`src/rtl/pipereg_wb_multi.sv`:
```
// Multi-channel writeback pipeline register: one small FIFO per channel with
// age-based flush truncation and a registered single-cycle redirect pulse.
module pipereg_wb_multi #(
  parameter int unsigned NUM_CH = 2,
  parameter int unsigned DEPTH  = 2,
  parameter int unsigned DATA_W = 64,
  parameter int unsigned PREG_W = 6,
  parameter int unsigned ID_W   = 6
) (
  input  logic                                  clock,
  input  logic                                  reset,
  input  logic [NUM_CH-1:0]                     in_valid,
  output logic [NUM_CH-1:0]                     in_ready,
  input  logic [NUM_CH-1:0]                     in_need_wb,
  input  logic [NUM_CH*PREG_W-1:0]              in_prd,
  input  logic [NUM_CH*DATA_W-1:0]              in_result,
  input  logic [NUM_CH-1:0]                     in_redirect_valid,
  input  logic [NUM_CH*DATA_W-1:0]              in_redirect_target,
  input  logic [NUM_CH*(ID_W+1)-1:0]            in_id,
  output logic [NUM_CH-1:0]                     out_valid,
  input  logic [NUM_CH-1:0]                     out_ready,
  output logic [NUM_CH-1:0]                     out_need_wb,
  output logic [NUM_CH*PREG_W-1:0]              out_prd,
  output logic [NUM_CH*DATA_W-1:0]              out_result,
  output logic [NUM_CH*(ID_W+1)-1:0]            out_id,
  input  logic                                  flush_valid,
  input  logic [ID_W:0]                         flush_id,
  output logic                                  redirect_valid,
  output logic [DATA_W-1:0]                     redirect_target,
  output logic [ID_W:0]                         redirect_id,
  output logic [NUM_CH*($clog2(DEPTH)+1)-1:0]   occupancy
);

  localparam int unsigned PW = $clog2(DEPTH);
  localparam int unsigned CW = PW + 1;
  localparam int unsigned IW = ID_W + 1;

  // True when a is strictly older than b; the MSB is the wrap bit.
  function automatic logic is_older(input logic [IW-1:0] a, input logic [IW-1:0] b);
    if (a[ID_W] == b[ID_W]) return a[ID_W-1:0] < b[ID_W-1:0];
    else                    return a[ID_W-1:0] > b[ID_W-1:0];
  endfunction

  logic [NUM_CH-1:0] push_ok;

  for (genvar c = 0; c < NUM_CH; c++) begin : g_ch
    logic [PW-1:0]     wr_ptr, rd_ptr, rd_pop, wr_base;
    logic [CW-1:0]     count, count_pop, keep, count_trunc;
    logic              stop, pop, push;
    logic [IW-1:0]     cur_id;
    logic              mem_need [DEPTH];
    logic [PREG_W-1:0] mem_prd  [DEPTH];
    logic [DATA_W-1:0] mem_res  [DEPTH];
    logic [IW-1:0]     mem_id   [DEPTH];

    assign cur_id       = in_id[c*IW +: IW];
    assign in_ready[c]  = (count != CW'(DEPTH));
    assign out_valid[c] = (count != '0);
    assign pop          = out_valid[c] & out_ready[c];
    assign push         = in_valid[c] & in_ready[c] & ~(flush_valid & is_older(flush_id, cur_id));
    assign push_ok[c]   = push;

    assign out_need_wb[c]               = mem_need[rd_ptr];
    assign out_prd[c*PREG_W +: PREG_W]  = mem_prd[rd_ptr];
    assign out_result[c*DATA_W +: DATA_W] = mem_res[rd_ptr];
    assign out_id[c*IW +: IW]           = mem_id[rd_ptr];
    assign occupancy[c*CW +: CW]        = count;

    // Pop first, then keep the run of entries from the head that are not younger
    // than flush_id; entries are age ordered so the first younger one ends the run.
    always_comb begin
      rd_pop    = pop ? rd_ptr + PW'(1) : rd_ptr;
      count_pop = count - CW'(pop);
      keep      = '0;
      stop      = 1'b0;
      for (int i = 0; i < DEPTH; i++) begin
        if (CW'(i) < count_pop && !stop) begin
          if (is_older(flush_id, mem_id[rd_pop + PW'(i)])) stop = 1'b1;
          else keep = keep + CW'(1);
        end
      end
      if (flush_valid) begin
        count_trunc = keep;
        wr_base     = rd_pop + PW'(keep);
      end else begin
        count_trunc = count_pop;
        wr_base     = wr_ptr;
      end
    end

    always_ff @(posedge clock or posedge reset) begin
      if (reset) begin
        rd_ptr <= '0;
        wr_ptr <= '0;
        count  <= '0;
        for (int i = 0; i < DEPTH; i++) begin
          mem_need[i] <= 1'b0;
          mem_prd[i]  <= '0;
          mem_res[i]  <= '0;
          mem_id[i]   <= '0;
        end
      end else begin
        rd_ptr <= rd_pop;
        wr_ptr <= wr_base + PW'(push);
        count  <= count_trunc + CW'(push);
        if (push) begin
          mem_need[wr_base] <= in_need_wb[c];
          mem_prd[wr_base]  <= in_prd[c*PREG_W +: PREG_W];
          mem_res[wr_base]  <= in_result[c*DATA_W +: DATA_W];
          mem_id[wr_base]   <= cur_id;
        end
      end
    end
  end

  logic              cand_v, capture;
  logic [IW-1:0]     cand_id;
  logic [DATA_W-1:0] cand_tgt;

  // Oldest pushed redirect wins; strict comparison keeps the lowest channel on a tie.
  always_comb begin
    cand_v   = 1'b0;
    cand_id  = '0;
    cand_tgt = '0;
    for (int c = 0; c < NUM_CH; c++) begin
      if (push_ok[c] && in_redirect_valid[c] &&
          (!cand_v || is_older(in_id[c*IW +: IW], cand_id))) begin
        cand_v   = 1'b1;
        cand_id  = in_id[c*IW +: IW];
        cand_tgt = in_redirect_target[c*DATA_W +: DATA_W];
      end
    end
    capture = cand_v & ~(redirect_valid & is_older(redirect_id, cand_id));
  end

  always_ff @(posedge clock or posedge reset) begin
    if (reset) begin
      redirect_valid  <= 1'b0;
      redirect_target <= '0;
      redirect_id     <= '0;
    end else begin
      redirect_valid <= capture;
      if (capture) begin
        redirect_target <= cand_tgt;
        redirect_id     <= cand_id;
      end
    end
  end

endmodule

```
`config.mk`:
```
export PLATFORM = sky130hd
export DESIGN_NAME = pipereg_wb_multi
export DESIGN_NICKNAME = d
export VERILOG_FILES = /design/src/rtl/pipereg_wb_multi.sv
export SDC_FILE = /design/constraint.sdc
export NUM_CORES = 1
export LEC_CHECK = 0
export BUFFER_PORTS_ARGS = -buffer_cell sky130_fd_sc_hd__buf_2
export CAP_MARGIN = 40
export CORE_AREA = 2 2 211 213
export CTS_BUF_LIST = sky130_fd_sc_hd__clkbuf_4 sky130_fd_sc_hd__clkbuf_8
export DETAILED_ROUTE_END_ITERATION = 8
export DIE_AREA = 0 0 213 215
export HOLD_SLACK_MARGIN = 0.12
export PLACE_DENSITY_LB_ADDON = 0.08
export SYNTH_ARGS = -nofsm -noshare
export SYNTH_HDL_FRONTEND = slang
export SYNTH_SLANG_ARGS = --single-unit
```
`constraint.sdc`:
```
create_clock -name clock -period 27.4 [get_ports clock]
set_clock_uncertainty 0.1 [all_clocks]
set_input_delay 8.22 -clock clock [delete_from_list [all_inputs] [get_ports clock]]
set_output_delay 8.22 -clock clock [all_outputs]
set_load 0.02 [all_outputs]
```
==> flow_summary.toml <==
[yosys]
syn_nets = 1835
yosys_warnings = 0
async_reset_ff_share_pct = 100.0
ys_seq_area_share_pct = 49.11
synth_top_cell_area_share_pct = 49.11
yosysMostFrequentCell = "mux2_2"
synthesis.area_um2 = 19970
avgSynthCellArea_um2 = 13.52
ys_ff_latch = 392
synthTopCellsByArea = "dfrtp_1, mux2_2, mux2_4"
synthTopCellsByCount = "mux2_2, dfrtp_1, mux2i_1"
synth_cell_types = 55
synth-main-ff-cell = "dfrtp_1"
yosysTopAreaCell = "dfrtp_1"
synthCells = 1477
synth-edff-count = 0

[place]
gp_congestion = 0.8118
numPortBuffers = 535
dpl.hpwl_um = 38480
placed_cells = 2544

[critical_path]
max_stage_delay_ps = 710
crit_path_end_kind = "flip-flop"
regToRegSetupSlack_ps = 19370
crit_slowest_cell = "buf_4"
required_ps = 27780
cpMostUsedCell = "buf_4"
critPathKind = "input pin to flip-flop"
r2r-end = "redirect_target[7]"
cp_max_fo = 71
worstSetupStartpointType = "input pin"
r2r_cells = 26
rr_startpoint = "g_ch[0].count[0]"
worstPathArrival_ps = 15970

[final_layout]
area_growth_pct = 23.60
fillers = 3798
finalNetCount = 2381
fin_util_pct = 56.57
finalNonFillerCells = 2665
drive_gt1_share_pct = 60.02

[clock_network]
post-cts-setup-buffers = 0
numCtsBuffers = 69
clk_latency_ps = 620
cts_hold_buf = 0
cts.sinks = 392
cts_root_buf = "clkbuf_8"
clockBufferDepth = 3
cts_resized = 0
htreeDepth = 3
cts_tree = "yes"
cts.clk_slew.worst_paths_ps = 60

[global_routing]
grt_max_degree = 106
antenna_found_initial = 20
overflow = 0
grt_usage_pct = 22.82
grt_pass1_wl_um = 80870
grt_pass1_vias = 14572

[power]
p_leak_nw = 12.47
vdd.ir_drop.worst_mv = 0.1085
p_per_area_nw_per_um2 = 139.3

[die]
rows = 77
fp.coreArea_um2 = 43640
die_w_um = 213
initial_core_util_pct = 45.77
die-area_um2 = 45800
dieHeight_um = 215
io-pin-count = 536

[outcome]
status = "completed"

[drt]
vias = 13551
routedWlPerCell_um = 19.71
final_antenna_net_count = 0
drtIter0Drc = 564
viasPerCell = 5.085
drcViolationCount = 0
dr.pass1.iters = 6
wl_um = 52520

[hold_path]
whs_path_depth = 1
hold_end = "g_ch[1].mem_prd[1]"
holdCritPathClass = "flip-flop to flip-flop"
worstHoldStart = "g_ch[1].mem_prd[1]"

[timing]
rsz0062_at_grt = "false"
worst_slew_pin_slew_ps = 877.3
timing.final.crit_period_ps = 15590
finalCritPeriodShare_pct = 56.90
tns_ps = 0
finalMaxSlewViolations = 0
relSlewSlack_pct = 41.06
fmax_mhz = 64.14
hold_viol_final = 0
setup_viol = 0

[job]
cap_violations = 0
[report_power, final]
group          switching [W]  internal [W]  leakage, nW
Combinational       0.000935      0.000901         7.01
Sequential          0.000179      0.000885         4.73
Clock               0.000233      0.000305        0.726
Total                0.00135       0.00209         12.5
[placed cells by master, fill, tap and decap left out, types with 3 or more instances in the layout]
master | netlist | layout
diode_2 | 0 | 7
ha_1 | 58 | 54
dfrtp_1 | 392 | 390
and2_1 | 3 | 3
buf_2 | 3 | 535
o211ai_1 | 7 | 7
buf_16 | 0 | 5
ha_4 | 0 | 4
nand3_1 | 6 | 6
o21ai_0 | 8 | 8
nand2_1 | 84 | 84
xor2_2 | 1 | 3
mux2_2 | 475 | 475
mux2i_1 | 99 | 99
nand4_1 | 3 | 3
a21oi_1 | 8 | 8
o21a_1 | 4 | 4
a221oi_1 | 4 | 4
a21o_1 | 9 | 8
clkbuf_8 | 0 | 81
nor2b_1 | 3 | 3
xnor2_1 | 9 | 9
and3_1 | 8 | 7
nor3_1 | 3 | 3
inv_1 | 98 | 97
buf_4 | 1 | 16
mux2_4 | 71 | 71
clkbuf_4 | 0 | 28
xor2_1 | 5 | 3
[worst max-delay path, delay by kind of cell]
family / cells / cell delay (ps)
AO/OA/AOI/OAI: 9 / 1880
adder cells (fa/ha/maj): 3 / 930
buffers and inverters: 8 / 2590
multiplexers: 2 / 620
AND/OR/NAND/NOR: 7 / 1580
[registers in the layout, indices dropped and copies added, names as in the netlist, 4 cells and up]
| register | count |
|---|---|
| redirect_id | 7 |
| redirect_target | 64 |
| g_ch.mem_res | 256 |
| g_ch.mem_need | 4 |
| g_ch.count | 4 |
| g_ch.mem_id | 28 |
| g_ch.mem_prd | 24 |
[metrics by stage]
step / cell area (um^2) / power [W] / worst slack [ps] / hold WS, ps
global placement: 23170 / 0.002885 / 11070 / 382.9
detailed placement: 23310 / 0.002930 / 11180 / 389.7
CTS: 24670 / 0.003486 / 11840 / 403.0
global route: 24680 / 0.003664 / 11280 / 409.5
floorplan: 19970 / 0.002401 / 8182 / 375.0
finish: 24690 / 0.003438 / 11810 / 398.1
[worst max-delay path by stage]
stage,startpoint,end,slack (ps),cells after the start
floorplan,reset,g_ch[0].count[0],8180,1
global placement,in_id[3],redirect_target[7],11070,28
detailed placement,in_id[5],redirect_target[57],11180,29
CTS,in_id[5],redirect_target[46],11840,29
global route,in_id[5],redirect_target[2],11280,29
finish,in_id[5],redirect_target[7],11810,29
[metal layers]
metal	global-route usage, %	part of all wire [%]	vias to the layer above
met1	27.28	41	6725
met5	0	0.32	-
li1	-	-	6294
met3	8.037	8.5	105
met4	7.599	2.4	24
met2	38.13	48	403
[cells by family after synthesis]
group | Yosys count | synth area share [%]
buffers and inverters | 179 | 4.009
DFF | 392 | 49.11
xor gates and xnor gates | 15 | 0.6953
AOI/OAI and AO/OA | 57 | 2.186
and+or+nand+nor | 131 | 3.289
adders and majority gates | 58 | 3.633
muxes | 645 | 37.08
[final cells by class]
cell class | instances | area (um^2) | area share (%)
clock buffers | 109 | 1325 | 5.367
clock inverters | 5 | 40.04 | 0.1622
diodes | 7 | 17.52 | 0.07095
repair buffers | 556 | 2935 | 11.89
multi-input cells | 906 | 9438 | 38.23
inverters | 98 | 375.4 | 1.520
well taps | 592 | 740.7 | 3.000
flip-flops and latches | 392 | 9817 | 39.76
Power figures use the tool's default switching activity.
